**src/rtl/pe_pkg.sv**
```systemverilog
// Shared PE definitions used by the activation register-file read arbiter
// and its callers.
//   ACT_ADDR_WIDTH / ACT_DATA_WIDTH : default activation address/word widths
//   comp_en_e                       : compute-path enable encoding; the caller
//                                     turns it into req_vld[0] with comp_req()
package pe_pkg;

    localparam int ACT_ADDR_WIDTH = 6;
    localparam int ACT_DATA_WIDTH = 16;

    typedef enum logic {
        COMP_EN_IDLE   = 1'b0,
        COMP_EN_ACTIVE = 1'b1
    } comp_en_e;

    function automatic logic comp_req(input comp_en_e en);
        return en != COMP_EN_IDLE;
    endfunction

endpackage

```
**src/rtl/act_rf_read_arbiter_if.sv**
```systemverilog
// Bundle of the requester handshake and register-file read-port signals.
//   req_vld / req_addr / req_rdy : per-requester request handshake
//   rsp_vld / rsp_data           : one-hot response strobe and shared data
//   rf_read_en / rf_read_addr    : register-file read command
//   rf_read_data                 : register-file data, one cycle after enable
// slave  : arbiter side
// master : requester / register-file side
interface act_rf_read_arbiter_if
    import pe_pkg::*;
#(
    parameter int NUM_REQ    = 2,
    parameter int ADDR_WIDTH = ACT_ADDR_WIDTH,
    parameter int DATA_WIDTH = ACT_DATA_WIDTH
);
    logic [NUM_REQ-1:0]            req_vld;
    logic [NUM_REQ*ADDR_WIDTH-1:0] req_addr;
    logic [NUM_REQ-1:0]            req_rdy;
    logic [NUM_REQ-1:0]            rsp_vld;
    logic [DATA_WIDTH-1:0]         rsp_data;
    logic                          rf_read_en;
    logic [ADDR_WIDTH-1:0]         rf_read_addr;
    logic [DATA_WIDTH-1:0]         rf_read_data;

    modport slave (
        input  req_vld, req_addr, rf_read_data,
        output req_rdy, rsp_vld, rsp_data, rf_read_en, rf_read_addr
    );

    modport master (
        output req_vld, req_addr, rf_read_data,
        input  req_rdy, rsp_vld, rsp_data, rf_read_en, rf_read_addr
    );
endinterface

```
**src/rtl/prio_onehot_pick.sv**
```systemverilog
// Lowest-index-first one-hot picker.
//   req_i : request vector
//   gnt_o : one-hot of the lowest set bit of req_i, zero when req_i is zero
module prio_onehot_pick #(
    parameter int N = 2
) (
    input  logic [N-1:0] req_i,
    output logic [N-1:0] gnt_o
);
    logic found;

    always_comb begin
        gnt_o = '0;
        found = 1'b0;
        for (int i = 0; i < N; i++) begin
            if (req_i[i] && !found) begin
                gnt_o[i] = 1'b1;
                found    = 1'b1;
            end
        end
    end
endmodule

```
**src/rtl/act_rf_read_arbiter.sv**
```systemverilog
// Read-port arbiter for the PE activation register file. Grants one of
// NUM_REQ requesters per cycle (index 0 = compute path, highest priority),
// with an aging guard that forces a grant to any port i >= 1 denied for
// STARVE_LIMIT consecutive cycles. Read data is returned one cycle after
// the grant with a one-hot response strobe.
//   clk   : clock, all state on rising edge
//   rst_n : synchronous active-low reset
//   bus   : request/response and register-file read port (slave side)
module act_rf_read_arbiter
    import pe_pkg::*;
#(
    parameter int NUM_REQ      = 2,
    parameter int ADDR_WIDTH   = ACT_ADDR_WIDTH,
    parameter int DATA_WIDTH   = ACT_DATA_WIDTH,
    parameter int STARVE_LIMIT = 8
) (
    input logic                 clk,
    input logic                 rst_n,
    act_rf_read_arbiter_if.slave bus
);
    logic [NUM_REQ-1:0]    force_cand;
    logic [NUM_REQ-1:0]    force_gnt;
    logic [NUM_REQ-1:0]    norm_gnt;
    logic [NUM_REQ-1:0]    gnt;
    logic [ADDR_WIDTH-1:0] gnt_addr;
    logic [NUM_REQ-1:0]    rsp_vld_d;
    logic [NUM_REQ-1:0]    rsp_vld_q;

    if (NUM_REQ > 1 && STARVE_LIMIT > 0) begin : g_starve
        localparam int CW = $clog2(STARVE_LIMIT + 1);
        localparam logic [CW-1:0] LIM = CW'(STARVE_LIMIT);

        logic [CW-1:0] starve_d [1:NUM_REQ-1];
        logic [CW-1:0] starve_q [1:NUM_REQ-1];

        always_comb begin
            force_cand = '0;
            for (int i = 1; i < NUM_REQ; i++) begin
                force_cand[i] = bus.req_vld[i] && (starve_q[i] == LIM);
                // Count only denied cycles of a live request; saturate so a
                // port that keeps losing to a lower forced index stays eligible.
                if (bus.req_vld[i] && !gnt[i]) begin
                    starve_d[i] = (starve_q[i] == LIM) ? starve_q[i] : starve_q[i] + CW'(1);
                end else begin
                    starve_d[i] = '0;
                end
            end
        end

        always_ff @(posedge clk) begin
            for (int i = 1; i < NUM_REQ; i++) begin
                if (!rst_n) begin
                    starve_q[i] <= '0;
                end else begin
                    starve_q[i] <= starve_d[i];
                end
            end
        end
    end else begin : g_no_starve
        assign force_cand = '0;
    end

    prio_onehot_pick #(.N(NUM_REQ)) u_pick_force (
        .req_i (force_cand),
        .gnt_o (force_gnt)
    );

    prio_onehot_pick #(.N(NUM_REQ)) u_pick_norm (
        .req_i (bus.req_vld),
        .gnt_o (norm_gnt)
    );

    always_comb begin
        if (!rst_n) begin
            gnt = '0;
        end else if (|force_gnt) begin
            gnt = force_gnt;
        end else begin
            gnt = norm_gnt;
        end
    end

    always_comb begin
        gnt_addr = '0;
        for (int i = 0; i < NUM_REQ; i++) begin
            if (gnt[i]) begin
                gnt_addr = bus.req_addr[i*ADDR_WIDTH +: ADDR_WIDTH];
            end
        end
    end

    assign rsp_vld_d = bus.req_vld & gnt;

    always_ff @(posedge clk) begin
        if (!rst_n) begin
            rsp_vld_q <= '0;
        end else begin
            rsp_vld_q <= rsp_vld_d;
        end
    end

    assign bus.req_rdy      = gnt;
    assign bus.rf_read_en   = |gnt;
    assign bus.rf_read_addr = gnt_addr;
    assign bus.rsp_vld      = rsp_vld_q;
    assign bus.rsp_data     = (|rsp_vld_q) ? bus.rf_read_data : '0;
endmodule

```
**src/flat_wrapper.sv**
```systemverilog
// flat-port wrapper written by rule: the top's interface ports become plain ports
module act_rf_read_arbiter_flat import pe_pkg::*;
#(
    parameter int NUM_REQ      = 2,
    parameter int ADDR_WIDTH   = ACT_ADDR_WIDTH,
    parameter int DATA_WIDTH   = ACT_DATA_WIDTH,
    parameter int STARVE_LIMIT = 8
)
  (clk, rst_n, bus_req_vld, bus_req_addr, bus_rf_read_data, bus_req_rdy, bus_rsp_vld, bus_rsp_data, bus_rf_read_en, bus_rf_read_addr);
  act_rf_read_arbiter_if #(.NUM_REQ(NUM_REQ), .ADDR_WIDTH(ADDR_WIDTH), .DATA_WIDTH(DATA_WIDTH)) bus_i ();
  input logic clk;
  input logic rst_n;
  input wire logic [$bits(bus_i.req_vld)-1:0] bus_req_vld;
  input wire logic [$bits(bus_i.req_addr)-1:0] bus_req_addr;
  input wire logic [$bits(bus_i.rf_read_data)-1:0] bus_rf_read_data;
  output wire logic [$bits(bus_i.req_rdy)-1:0] bus_req_rdy;
  output wire logic [$bits(bus_i.rsp_vld)-1:0] bus_rsp_vld;
  output wire logic [$bits(bus_i.rsp_data)-1:0] bus_rsp_data;
  output wire logic [$bits(bus_i.rf_read_en)-1:0] bus_rf_read_en;
  output wire logic [$bits(bus_i.rf_read_addr)-1:0] bus_rf_read_addr;
  assign bus_i.req_vld = bus_req_vld;
  assign bus_i.req_addr = bus_req_addr;
  assign bus_i.rf_read_data = bus_rf_read_data;
  assign bus_req_rdy = bus_i.req_rdy;
  assign bus_rsp_vld = bus_i.rsp_vld;
  assign bus_rsp_data = bus_i.rsp_data;
  assign bus_rf_read_en = bus_i.rf_read_en;
  assign bus_rf_read_addr = bus_i.rf_read_addr;
  act_rf_read_arbiter #(.NUM_REQ(NUM_REQ), .ADDR_WIDTH(ADDR_WIDTH), .DATA_WIDTH(DATA_WIDTH), .STARVE_LIMIT(STARVE_LIMIT)) u_core (.clk(clk), .rst_n(rst_n), .bus(bus_i));
endmodule
```
**config.mk**
```make
export PLATFORM = sky130hd
export DESIGN_NAME = act_rf_read_arbiter_flat
export DESIGN_NICKNAME = d
export VERILOG_FILES = /design/src/rtl/pe_pkg.sv /design/src/rtl/act_rf_read_arbiter_if.sv /design/src/rtl/prio_onehot_pick.sv /design/src/rtl/act_rf_read_arbiter.sv /design/src/flat_wrapper.sv
export SDC_FILE = /design/constraint.sdc
export NUM_CORES = 1
export LEC_CHECK = 0
export BUFFER_PORTS_ARGS = -buffer_cell sky130_fd_sc_hd__buf_2
export CORE_UTILIZATION = 36
export CTS_CLUSTER_DIAMETER = 150
export DETAILED_ROUTE_END_ITERATION = 10
export PLACE_DENSITY = 0.91
export SLEW_MARGIN = 30
export SYNTH_ARGS = -nofsm -noshare
export SYNTH_HDL_FRONTEND = slang
export SYNTH_HIERARCHICAL = 1
export SYNTH_SLANG_ARGS = --single-unit
```
**constraint.sdc**
```tcl
create_clock -name clk -period 3.15 [get_ports clk]
set_input_delay 0.63 -clock clk [delete_from_list [all_inputs] [get_ports clk]]
set_output_delay 0.63 -clock clk [all_outputs]
set_load 0.01 [all_outputs]
```
==> flow_metrics.tcl <==
set metrics [dict create \
    drc 0 \
    crit_path_end_kind "primary output" \
    first_pass_iters 4 \
    root_buffer "clkbuf_4" \
    synthesis.area_um2 538 \
    grt_pass1_vias 558 \
    worstPathArrival_ns 1.98 \
    detail-route-antenna-nets 0 \
    rsz0062_at_grt "false" \
    fp.dieW_um 40.7 \
    synth_seq_cells 6 \
    final_common_cell "buf_2" \
    die_area_mm2 0.00165 \
    tightest_slew_ns 0.527 \
    rows 13 \
    grt-ovfl-total 0 \
    synthCells 68 \
    p_leak_nw 0.494 \
    power_density_mw_per_mm2 270 \
    wl_per_cell_um 11.3 \
    fillers 138 \
    ys_warn_count 6 \
    outcome "complete, no violations" \
    stdcell_count 142 \
    post_cts_resized 0 \
    clkSlewWorstSetupHoldPaths_ns 0.05 \
    clock_path_buffers 2 \
    finalSetupViolations 0 \
    cts_buffers 3 \
    cts_num_sinks 6 \
    timing.fmax_mhz 383 \
    vias 671 \
    htreeDepth 1 \
    cp.required_ns 2.52 \
    grt_usage_pct 20.0 \
    finalSetupTns_ns 0 \
    grt_pass1_wl_mm 2.10 \
    routed_wl_mm 1.60 \
    final_hold_viol_count 0 \
    finalMaxSlewViolations 0 \
    skew_ns 0.00900 \
    yosysTopAreaCell "dfxtp_1" \
    ys_seq_area_share_pct 22.3 \
    dp_hpwl_mm 1.36 \
    diodes 0 \
    drt_iter0_drc 9 \
    yosysUniqueCellTypes 23 \
    slew_headroom_pct 64.8 \
    grt_antenna_before_repair 0 \
    cts_tree "yes" \
    cp-start-kind "flop" \
    drive_above_1_share_pct 55.1 \
    fin_crit_ns 2.61 \
    hold_class "flop to flop" \
    avgSynthCellArea_um2 7.91 \
    maxCapViolations 0 \
    nets 163 \
    portBuffers 58 \
    syn_to_final_growth_pct 59.1 \
    via_per_inst 4.73 \
    critPathKind "flop to primary output" \
    placed_cells 139 \
    ctsHoldBuffers 0 \
    mostFrequentLayoutCells "buf_2 (58), nor2b_1 (18)" \
    synth_top_cell_area_share_pct 22.3 \
    start_util_pct 39.9 \
    min_period_over_period_pct 82.9 \
    coreArea_mm2 0.00135 \
    vdd.ir_drop.worst_uv 154 \
    post-cts-setup-buffer-count 0 \
    ios 59 \
    worst-path-max-fanout 6 \
    clk_latency_ns 0.25 \
    worst_hold_slack_ns 0.527 \
    grt_start_max_net_pins 17 \
    gp_congestion 0.795 \
    die_y_um 40.7 \
    synth_area_leaders "dfxtp_1 (22%), nor2b_1 (21%), a22o_1 (9.8%), nor2b_4 (5.1%), nor2_1 (4.9%)" \
]
-- layer usage --
| layer | track usage, % | wire length [µm] | vias up |
|---|---|---|---|
| li1 | - | - | 332 |
| met1 | 18.0 | 524 | 292 |
| met2 | 41.3 | 901 | 47 |
| met3 | 4.89 | 173 | 0 |
| met4 | 7.50 | 0 | 0 |
| met5 | 0 | 0 | - |
-- metrics by stage --
stage / setup WS, ns / power (mW) / cell area [µm²] / util, %
finish: 0.539 / 0.231 / 856 / 63.4
global route: 0.429 / 0.246 / 856 / 63.4
CTS: 0.552 / 0.233 / 853 / 63.2
detailed placement: 0.822 / 0.160 / 831 / 61.5
global placement: 0.896 / 0.157 / 831 / 61.5
floorplan: 1.06 / 0.122 / 542 / -
-- registers in the layout, summed over array words and instances (netlist names) --
signal	flops
u_core/g_starve.starve_q	4
u_core/bus.rsp_vld	2
-- cells by family after synthesis --
group | after synthesis | synth area share [%]
xor gates and xnor gates | 2 | 3.26
AOI/OAI and AO/OA | 10 | 15.6
buffers and inverters | 10 | 8.60
DFF | 6 | 22.3
other | 1 | 0.697
muxes | 1 | 1.86
and+or+nand+nor | 36 | 43.0
adders and majority gates | 2 | 4.65
-- critical path: stages (launching register included) --
cell      delay, ns
dfxtp_1        0.38
inv_1          0.07
ha_1           0.22
nand3b_1       0.19
nor2_1         0.07
nor2b_4        0.14
nand2b_4       0.14
a21oi_2        0.23
a22o_1         0.17
buf_2          0.13
-- area by class of cell --
| type | count | area [µm²] | share of cell area, % |
|---|---|---|---|
| flip-flops and latches | 6 | 120 | 14.0 |
| clock buffers | 3 | 22.5 | 2.63 |
| repair buffers | 58 | 290 | 33.9 |
| multi-input cells | 53 | 378 | 44.2 |
| well taps | 15 | 18.8 | 2.19 |
| inverters | 7 | 26.3 | 3.07 |
-- cell usage after synthesis --
| library cell | number |
|---|---|
| nor2_1 | 7 |
| buf_2 | 1 |
| o21ai_2 | 1 |
| inv_1 | 6 |
| or3_4 | 1 |
| ha_1 | 2 |
| nand2b_4 | 1 |
| buf_4 | 2 |
| dfxtp_1 | 6 |
| inv_2 | 1 |
| a22o_1 | 6 |
| a21oi_2 | 2 |
| xnor2_1 | 1 |
| nor2b_1 | 18 |
| nand2_1 | 2 |
| nand3_1 | 1 |
| nand2b_1 | 2 |
| mux2i_1 | 1 |
| xor2_1 | 1 |
| nor2b_4 | 2 |
| o21ai_0 | 1 |
| nand3b_1 | 2 |
| conb_1 | 1 |
-- report_power, final --
group / internal (mW) / switching (mW) / leakage, nW / total (mW)
logic: 0.0402 / 0.0381 / 0.431 / 0.0783
registers: 0.0783 / 0.00186 / 0.0489 / 0.0801
clock network: 0.0432 / 0.0292 / 0.0138 / 0.0724
total: 0.162 / 0.0692 / 0.494 / 0.231
-- path summary, 6_finish.rpt --
kind                                                                  start                                          end  slack, ns  cells past startpoint
worst max-delay path            u_core/g_starve.starve_q[1][0]$_SDFFE_PN0P_                          bus_rf_read_addr[3]       0.54                      9
worst min-delay path            u_core/g_starve.starve_q[1][2]$_SDFFE_PN0P_  u_core/g_starve.starve_q[1][2]$_SDFFE_PN0P_       0.53                      2
worst max register to register  u_core/g_starve.starve_q[1][0]$_SDFFE_PN0P_  u_core/g_starve.starve_q[1][3]$_SDFFE_PN0P_       1.42                      8
worst min register to register  u_core/g_starve.starve_q[1][2]$_SDFFE_PN0P_  u_core/g_starve.starve_q[1][2]$_SDFFE_PN0P_       0.53                      2
No activity file was read; power rests on OpenSTA's default activity.
